===== src/rtl/ex_hilo_muldiv.sv =====
// ex_hilo_muldiv: execute-stage HI/LO unit.
//   Owns the architectural HI/LO registers. MTHI/MTLO and MULT/MULTU write
//   them at the accept edge. DIV/DIVU run an iterative radix-2 restoring
//   divider that holds the pipeline while it works. MFHI/MFLO read HI/LO
//   combinationally.
// Ports:
//   clk, rst             clock and asynchronous active-high reset
//   valid_i, flush_i     EX holds a real instruction / pipeline flush
//   aluop_i              operation subtype from decode
//   reg1_i, reg2_i       operand 1 (dividend/multiplicand/MTxx source), operand 2
//   stallreq_o           freeze IF/ID/EX while a divide is in flight
//   hilo_rdata_o         HI for MFHI, LO for MFLO, otherwise 0
//   hi_o, lo_o           current HI and LO register values
module ex_hilo_muldiv #(
  parameter int DATA_W     = 32,
  parameter int DIV_CYCLES = 32
) (
  input  logic              clk,
  input  logic              rst,
  input  logic              valid_i,
  input  logic              flush_i,
  input  logic [7:0]        aluop_i,
  input  logic [DATA_W-1:0] reg1_i,
  input  logic [DATA_W-1:0] reg2_i,
  output logic              stallreq_o,
  output logic [DATA_W-1:0] hilo_rdata_o,
  output logic [DATA_W-1:0] hi_o,
  output logic [DATA_W-1:0] lo_o
);

  // Decode subtype codes for the HI/LO group.
  localparam logic [7:0] OP_MFHI  = 8'b0001_0000;
  localparam logic [7:0] OP_MTHI  = 8'b0001_0001;
  localparam logic [7:0] OP_MFLO  = 8'b0001_0010;
  localparam logic [7:0] OP_MTLO  = 8'b0001_0011;
  localparam logic [7:0] OP_MULT  = 8'b0001_1000;
  localparam logic [7:0] OP_MULTU = 8'b0001_1001;
  localparam logic [7:0] OP_DIV   = 8'b0001_1010;
  localparam logic [7:0] OP_DIVU  = 8'b0001_1011;

  localparam int                CNT_W    = $clog2(DIV_CYCLES + 1);
  localparam logic [CNT_W-1:0] LAST_CNT = CNT_W'(DIV_CYCLES - 1);
  localparam logic [CNT_W-1:0] CNT_ONE  = CNT_W'(1);

  typedef enum logic [1:0] {
    ST_IDLE = 2'd0,
    ST_RUN  = 2'd1,
    ST_DONE = 2'd2
  } state_t;

  // Two's complement negation.
  function automatic logic [DATA_W-1:0] f_neg(input logic [DATA_W-1:0] v);
    f_neg = ~v + {{(DATA_W-1){1'b0}}, 1'b1};
  endfunction

  // Magnitude of a signed value; the most negative value maps to itself,
  // which is the correct unsigned magnitude.
  function automatic logic [DATA_W-1:0] f_abs(input logic [DATA_W-1:0] v);
    if (v[DATA_W-1]) f_abs = f_neg(v);
    else             f_abs = v;
  endfunction

  state_t              r_state, w_state_nxt;
  logic [DATA_W-1:0]   r_hi, r_lo;
  logic [DATA_W-1:0]   r_rem, r_quo, r_dvsr;
  logic [CNT_W-1:0]    r_cnt;
  logic                r_neg_quo, r_neg_rem;

  logic                w_accept, w_is_div, w_is_sdiv, w_div_zero, w_div_start;
  logic                w_is_smul;
  logic [2*DATA_W-1:0] w_m1, w_m2, w_prod;
  logic [DATA_W:0]     w_shift;
  logic [DATA_W-1:0]   w_trial;
  logic                w_trial_ok;
  logic [DATA_W-1:0]   w_quo_fin, w_rem_fin;
  logic                w_hi_we, w_lo_we;
  logic [DATA_W-1:0]   w_hi_d, w_lo_d;

  assign w_accept    = valid_i & ~flush_i & ~rst & (r_state == ST_IDLE);
  assign w_is_sdiv   = (aluop_i == OP_DIV);
  assign w_is_div    = w_is_sdiv | (aluop_i == OP_DIVU);
  assign w_div_zero  = (reg2_i == {DATA_W{1'b0}});
  assign w_div_start = w_accept & w_is_div & ~w_div_zero;

  // One shared multiplier: operands sign- or zero-extended to 2*DATA_W so the
  // low half of the wide product is the exact 64-bit result either way.
  assign w_is_smul = (aluop_i == OP_MULT);
  assign w_m1   = w_is_smul ? {{DATA_W{reg1_i[DATA_W-1]}}, reg1_i} : {{DATA_W{1'b0}}, reg1_i};
  assign w_m2   = w_is_smul ? {{DATA_W{reg2_i[DATA_W-1]}}, reg2_i} : {{DATA_W{1'b0}}, reg2_i};
  assign w_prod = w_m1 * w_m2;

  // Restoring step: the partial remainder stays below the divisor, so when the
  // shifted value reaches DATA_W+1 bits the subtraction always succeeds.
  assign w_shift    = {r_rem, r_quo[DATA_W-1]};
  assign w_trial_ok = (w_shift >= {1'b0, r_dvsr});
  assign w_trial    = w_shift[DATA_W-1:0] - r_dvsr;

  assign w_quo_fin = r_neg_quo ? f_neg(r_quo) : r_quo;
  assign w_rem_fin = r_neg_rem ? f_neg(r_rem) : r_rem;

  // FSM state register.
  always_ff @(posedge clk or posedge rst) begin
    if (rst) r_state <= ST_IDLE;
    else     r_state <= w_state_nxt;
  end

  // FSM next state and stall request; flush wins over everything.
  always_comb begin
    w_state_nxt = r_state;
    stallreq_o  = 1'b0;
    if (rst || flush_i) begin
      w_state_nxt = ST_IDLE;
      stallreq_o  = 1'b0;
    end else begin
      case (r_state)
        ST_IDLE: begin
          if (w_div_start) begin
            w_state_nxt = ST_RUN;
            stallreq_o  = 1'b1;
          end else begin
            w_state_nxt = ST_IDLE;
          end
        end
        ST_RUN: begin
          stallreq_o = 1'b1;
          if (r_cnt == LAST_CNT) w_state_nxt = ST_DONE;
          else                   w_state_nxt = ST_RUN;
        end
        // Not IDLE here, so the DIV still on aluop_i cannot restart.
        ST_DONE: w_state_nxt = ST_IDLE;
        default: w_state_nxt = ST_IDLE;
      endcase
    end
  end

  // Divider datapath: operand latch on issue, one restoring step per RUN cycle.
  always_ff @(posedge clk or posedge rst) begin
    if (rst) begin
      r_rem     <= {DATA_W{1'b0}};
      r_quo     <= {DATA_W{1'b0}};
      r_dvsr    <= {DATA_W{1'b0}};
      r_cnt     <= {CNT_W{1'b0}};
      r_neg_quo <= 1'b0;
      r_neg_rem <= 1'b0;
    end else if (w_div_start) begin
      r_rem     <= {DATA_W{1'b0}};
      r_quo     <= w_is_sdiv ? f_abs(reg1_i) : reg1_i;
      r_dvsr    <= w_is_sdiv ? f_abs(reg2_i) : reg2_i;
      r_cnt     <= {CNT_W{1'b0}};
      r_neg_quo <= w_is_sdiv & (reg1_i[DATA_W-1] ^ reg2_i[DATA_W-1]);
      r_neg_rem <= w_is_sdiv & reg1_i[DATA_W-1];
    end else if (r_state == ST_RUN) begin
      r_rem <= w_trial_ok ? w_trial : w_shift[DATA_W-1:0];
      r_quo <= {r_quo[DATA_W-2:0], w_trial_ok};
      r_cnt <= r_cnt + CNT_ONE;
    end
  end

  // HI/LO write selection: divide completion, or an accepted write-type op.
  always_comb begin
    w_hi_we = 1'b0;
    w_lo_we = 1'b0;
    w_hi_d  = {DATA_W{1'b0}};
    w_lo_d  = {DATA_W{1'b0}};
    if (r_state == ST_DONE && !flush_i && !rst) begin
      w_hi_we = 1'b1;
      w_lo_we = 1'b1;
      w_hi_d  = w_rem_fin;
      w_lo_d  = w_quo_fin;
    end else if (w_accept) begin
      case (aluop_i)
        OP_MTHI: begin
          w_hi_we = 1'b1;
          w_hi_d  = reg1_i;
        end
        OP_MTLO: begin
          w_lo_we = 1'b1;
          w_lo_d  = reg1_i;
        end
        OP_MULT, OP_MULTU: begin
          w_hi_we = 1'b1;
          w_lo_we = 1'b1;
          w_hi_d  = w_prod[2*DATA_W-1:DATA_W];
          w_lo_d  = w_prod[DATA_W-1:0];
        end
        OP_DIV, OP_DIVU: begin
          // Divide by zero resolves in the issue cycle without stalling.
          if (w_div_zero) begin
            w_hi_we = 1'b1;
            w_lo_we = 1'b1;
            w_hi_d  = reg1_i;
            w_lo_d  = {DATA_W{1'b1}};
          end else begin
            w_hi_we = 1'b0;
            w_lo_we = 1'b0;
          end
        end
        default: begin
          w_hi_we = 1'b0;
          w_lo_we = 1'b0;
        end
      endcase
    end else begin
      w_hi_we = 1'b0;
      w_lo_we = 1'b0;
    end
  end

  // Architectural HI/LO registers.
  always_ff @(posedge clk or posedge rst) begin
    if (rst) begin
      r_hi <= {DATA_W{1'b0}};
      r_lo <= {DATA_W{1'b0}};
    end else begin
      if (w_hi_we) r_hi <= w_hi_d;
      if (w_lo_we) r_lo <= w_lo_d;
    end
  end

  // MFHI/MFLO read port.
  always_comb begin
    hilo_rdata_o = {DATA_W{1'b0}};
    case (aluop_i)
      OP_MFHI: hilo_rdata_o = r_hi;
      OP_MFLO: hilo_rdata_o = r_lo;
      default: hilo_rdata_o = {DATA_W{1'b0}};
    endcase
  end

  assign hi_o = r_hi;
  assign lo_o = r_lo;

endmodule


===== config.mk =====
export PLATFORM = sky130hd
export DESIGN_NAME = ex_hilo_muldiv
export DESIGN_NICKNAME = d
export VERILOG_FILES = /design/src/rtl/ex_hilo_muldiv.sv
export SDC_FILE = /design/constraint.sdc
export NUM_CORES = 2
export LEC_CHECK = 0
export ABC_AREA = 1
export CAP_MARGIN = 20
export CORE_MARGIN = 2
export CORE_UTILIZATION = 60
export CTS_CLUSTER_DIAMETER = 100
export DETAILED_ROUTE_END_ITERATION = 7
export GPL_TIMING_DRIVEN = 0
export PLACE_DENSITY = 0.81
export SYNTH_ARGS = -nofsm -noshare
export SYNTH_HDL_FRONTEND = slang
export SYNTH_SLANG_ARGS = --single-unit

===== constraint.sdc =====
create_clock -name clk -period 7.6 [get_ports clk]
set_input_delay 2.28 -clock clk [delete_from_list [all_inputs] [get_ports clk]]
set_output_delay 2.28 -clock clk [all_outputs]
set_load 0.01 [all_outputs]

* Word level (Yosys, flattened, before mapping)
Cells that the tools add are included.
** Storage, ports and cells
- Word-level logic and storage cells :: 94
- Bits of input ports :: 76
- Output and inout bits :: 97
- Bits in registers :: 170
** Operators by class
- Add/sub/neg operators :: 6
- Mux-type cells :: 38
- Multiply operators :: 1
- Bitwise logic cells :: 16
- $lt $le $gt $ge :: 1
- Eq/ne operators :: 11
- Reduce and logical (&&, ||, !) cells :: 12
** Operators by type and width (count)
- $mux 32 :: 17
- $pmux 32 s3 :: 2
- $add 32x1->32 const B :: 4
- $mux 64 :: 2
- $not 32->32 :: 4
- $eq 8x5->1 const B :: 8
- $mul 64x64->64 :: 1
- $pmux 32 s2 :: 1
- $ge 33x32->1 :: 1
- $logic_not 32->1 :: 1
- $sub 32x32->32 :: 1
- $mux 6 :: 2
- $mux 1 :: 8
- $and 1x1->1 :: 7
- $add 6x1->6 const B :: 1
- $eq 6x5->1 const B :: 1
- $pmux 1 s2 :: 3
- $reduce_or 3->1 :: 2
- $mux 2 :: 2
- $pmux 2 s2 :: 1
- $reduce_or 2->1 :: 2
- $not 1->1 :: 3
- $eq 2x1->1 const B :: 1
- $eq 2x2->1 const B :: 1
- other kinds (7) :: 9

* Longest topological paths before layout
- Word-level depth :: 9
- Depth in mapped cells :: 46
- Depth with buffers taken out :: 45

* Worst setup path before layout
Ideal clock, no wire load.
- Path kind :: input to register
- Start point :: input aluop_i[2]
- End point :: register r_hi[31] (netlist: hi_o[31])
- Stages on the path :: 39
- Setup time :: 128 ps
- Data arrival time :: 11222 ps
- Data required time :: 7472 ps
- Setup slack :: -3750 ps
- Buffers on the path :: 3
- Path through :: inv_1 nand2_1 nor3_1 nand2_1 clkbuf_1 clkbuf_1 buf_1 nor2_1 fa_1 inv_1 fa_1 inv_1 fa_1 inv_1 fa_1 inv_1 fa_1 fa_1 (+3 left out) inv_1 fa_1 inv_1 fa_1 inv_1 ha_1 nand2_1 nor3_1 nand2_1 nor3_1 and3_1 nand2_1 nand2_1 nand3_1 nand3_1 nand2_1 nand2_1 nand3_1
** Between the ends
- Cells in the longest elaborated chain, start to end :: 6
- Elaborated cells between the ends (all ways) :: 17
- Classes of those cells :: mul (1); eq/ne (5); mux (8); reduce/logical (3)
** RTL lines
- start, declared :: line 22 : input logic [7:0] aluop_i,
- $eq 8x5->1 :: line 87, 171
- $mux 64, on equally long branches :: line 88, 89
- $mul 64x64->64 :: line 90 : assign w_prod = w_m1 * w_m2;
- $pmux 32 s3 :: line 171 : case (aluop_i)
- $mux 32 :: line 170 : end else if (w_accept) begin
- $mux 32 :: line 165 : if (r_state == ST_DONE && !flush_i && !rst) begin
- end signal, assigned :: line 212 : r_hi <= {DATA_W{1'b0}};
- end signal, assigned :: line 215 : if (w_hi_we) r_hi <= w_hi_d;
- end, declared :: line 64 : logic [DATA_W-1:0] r_hi, r_lo;
Several ways; a longest one is shown, not always the timed one.
A chain may end at the register's enable or synchronous reset.

* Final worst setup path
- Start point :: input aluop_i[0]
- End point :: register r_hi[30] (netlist: hi_o[30])
Same word-level chain as after synthesis.

==> impl_metrics.py <==
metrics = {
    "status": {
        "outcome": "finished with violations",
        "violations": "design-rule violations, negative setup slack",
    },
    "floorplanning": {
        "coreArea_um2": 102000,
        "dieArea_um2": 105800,
        "row_count": 117,
        "die_w_um": 325.3,
        "die_y_um": 325.3,
        "pin_count": 173,
        "start_util": 0.6070,
    },
    "critical_path": {
        "crit_path_frequent_cell": "fa_1",
        "worstPathRequired_ns": 7.96,
        "cpPeakStageDelay_ns": 0.59,
        "critPathKind": "in -> reg",
        "worst_setup_path_end_kind": "flop",
        "critPathMaxFanout": 5,
        "reg2reg_slack_ns": 4.14,
        "worstPathArrival_ns": 11.70,
        "reg2reg_depth": 16,
        "slowest_stage": "fa_2",
        "setup.worst_path.start_class": "input port",
    },
    "grt": {
        "grt_overflow": 0,
        "grt_max_degree": 109,
        "grt_usage": 0.5148,
        "antenna_found_initial": 12,
        "grt_pass1_vias": 59340,
        "grt_pass1_wl_mm": 389.8,
    },
    "timing": {
        "layout_min_cycle_time_ns": 11.35,
        "fmax_ghz": 0.08812,
        "skew_ns": 0.01440,
        "max_slew_margin": 0.2047,
        "hold_violations": 0,
        "fin_tns_setup_ns": -137.64,
        "finalSetupViolations": 57,
        "fin_ws_ns": -3.748,
        "worst_pin_slew_ns": 1.193,
        "final.period_utilization": 1.493,
        "final_max_slew_viol_count": 0,
        "rsz0062_at_grt": "yes",
    },
    "routing": {
        "drcViolationCount": 5,
        "dr_total_vias": 57800,
        "ant_nets": 0,
        "first_iter_violations": 7535,
        "via_per_inst": 6.076,
        "firstDrtPassIters": 8,
        "wl_per_cell_um": 28.61,
        "drt_wl_total_mm": 272.1,
    },
    "final_layout": {
        "drive_gt1_frac": 0.1558,
        "fill_cells": 7646,
        "area_growth_syn_to_layout_pct": 18.60,
        "nets": 9968,
    },
    "placement": {
        "gp_congestion": 1.111,
        "portBuffers": 112,
        "dp.final_hpwl_mm": 219.6,
        "post-place-ws_ns": -6.308,
    },
    "logic_synthesis": {
        "synth_top_cell_area_share": 0.4590,
        "ys_types": 60,
        "synth_area_leaders": "fa_1 (46%), inv_1 (14%), nand2_1 (10%)",
        "yosysTopAreaCell": "fa_1",
        "synth-seq-cells": 170,
        "ys_warn_count": 0,
        "synth_common_cells": "inv_1 (2309), nand2_1 (1672), fa_1 (1420)",
        "synth.net_count": 9643,
        "ys_async_sr_fraction": 1.000,
        "synthCells": 7801,
        "synth_edf_count": 0,
        "synthFlopType": "dfrtp_1",
        "synth.most_common_cell": "inv_1",
        "synth_area_per_cell_um2": 7.940,
        "synth_seq_area_share": 0.06868,
        "syn_area_um2": 61940,
    },
    "min_path": {
        "hold_depth": 2,
        "hp-class": "reg -> reg",
    },
    "clock_network": {
        "clock_latency_ns": 0.47,
        "cts_max_level": 4,
        "hold_buffers": 0,
        "cts_sinks": 170,
        "cts_tree": "built",
        "clk_pin_slew_ns": 0.08,
        "cts-root-buf": "clkbuf_16",
        "clock_path_buffers": 2,
        "cts_buffers": 17,
    },
    "flow_run": {
        "cap_viol_max_count": 0,
    },
}
==> placed cells by master, fill, tap and decap left out, types with 45 or more instances in the layout <==
cell type        netlist  routed
inv_1               2309    2220
nand2_1             1672    1540
fa_1                1420    1342
ha_1                 346     287
nor2_1               334     232
o21ai_0              272     193
nand3_1              215     186
buf_4                  4     175
dfrtp_1              170     170
a21oi_1              210     135
clkdlybuf4s50_1        0     101
inv_2                 11      85
clkbuf_16              0      83
nand2_2                3      82
clkbuf_1             231      79
fa_2                   0      78
xor2_1                65      61
nor2_2                13      60
nor2_4                 3      58
a21oi_2                1      57
ha_4                   0      54
nand2_4                0      51
buf_6                  6      45
==> path summary, 6_finish.rpt <==
check | startpoint | endpoint
setup / recovery | aluop_i[0] | hi_o[30]$_DFFE_PP0P_
hold / removal | r_dvsr[15]$_DFFE_PP0P_ | r_dvsr[15]$_DFFE_PP0P_
setup reg to reg | r_quo[31]$_DFFE_PP0P_ | r_rem[30]$_DFFE_PP0P_
hold reg to reg | r_dvsr[15]$_DFFE_PP0P_ | r_dvsr[15]$_DFFE_PP0P_
max in group asynchronous | rst | r_quo[12]$_DFFE_PP0P_
min in group asynchronous | rst | r_rem[13]$_DFFE_PP0P_
==> final cells by class <==
type	count	area [um^2]	share of cell area
Tap cell	1368	1712	0.02330
Timing Repair Buffer	306	2913	0.03965
Clock inverter	15	175.2	0.002385
Sequential cell	170	4254	0.05791
Inverter	2325	8787	0.1196
Multi-Input combinational cell	4964	51110	0.6957
Antenna cell	5	12.51	0.0001703
Buffer	342	4073	0.05544
Clock buffer	17	425.4	0.005791
==> worst max-delay path: cells and delay by family <==
kind            cells  cell delay, ns
simple gates       10            1.30
compound gates      5            1.22
buf+inv            12            1.46
fa+ha+maj          11            5.40
==> state kept, by name, summed over array words and instances (netlist names) <==
register and count:
r_quo 32, r_cnt 6, hi_o 32, r_dvsr 32
r_rem 32, r_state 2, lo_o 32, r_neg_quo 1
r_neg_rem 1
==> cell families after synthesis <==
family | share of synthesized area
fa+ha+maj | 0.5288
compound gates | 0.06898
flops | 0.06868
simple gates | 0.1569
xor+xnor | 0.01343
buf+inv | 0.1632
==> timing repair <==
item | 4_1_cts | 5_1_grt
setup endpoints to repair | 59 | 58
gates resized for setup | 820 | 268
hold endpoints to repair | 0 | 0
setup buffers | 110 | 74
cloned | 1 | 0
pin swaps | 176 | 190
==> routing by layer <==
layer	vias to the layer above	part of all wire	track usage
li1	23280	-	-
met1	28280	0.33	0.6207
met2	4745	0.42	0.7430
met3	1478	0.14	0.1804
met4	12	0.11	0.4271
met5	-	0.00031	0.002717
==> metrics by stage <==
stage | cell area, um^2 | hold slack, ns | std cells | utilization
global placement | 67230 | 0.4713 | 9281 | 0.6589
detailed placement | 67380 | 0.4732 | 9289 | 0.6603
floorplan | 64400 | 0.4530 | 7801 | -
finish | 73460 | 0.4870 | 9512 | 0.7199
global route | 73450 | 0.5274 | 9507 | 0.7198
CTS | 71930 | 0.4932 | 9432 | 0.7050
Power is not shown: default switching activity piles up to over one toggle a cycle in this logic, so the estimate is an artifact.
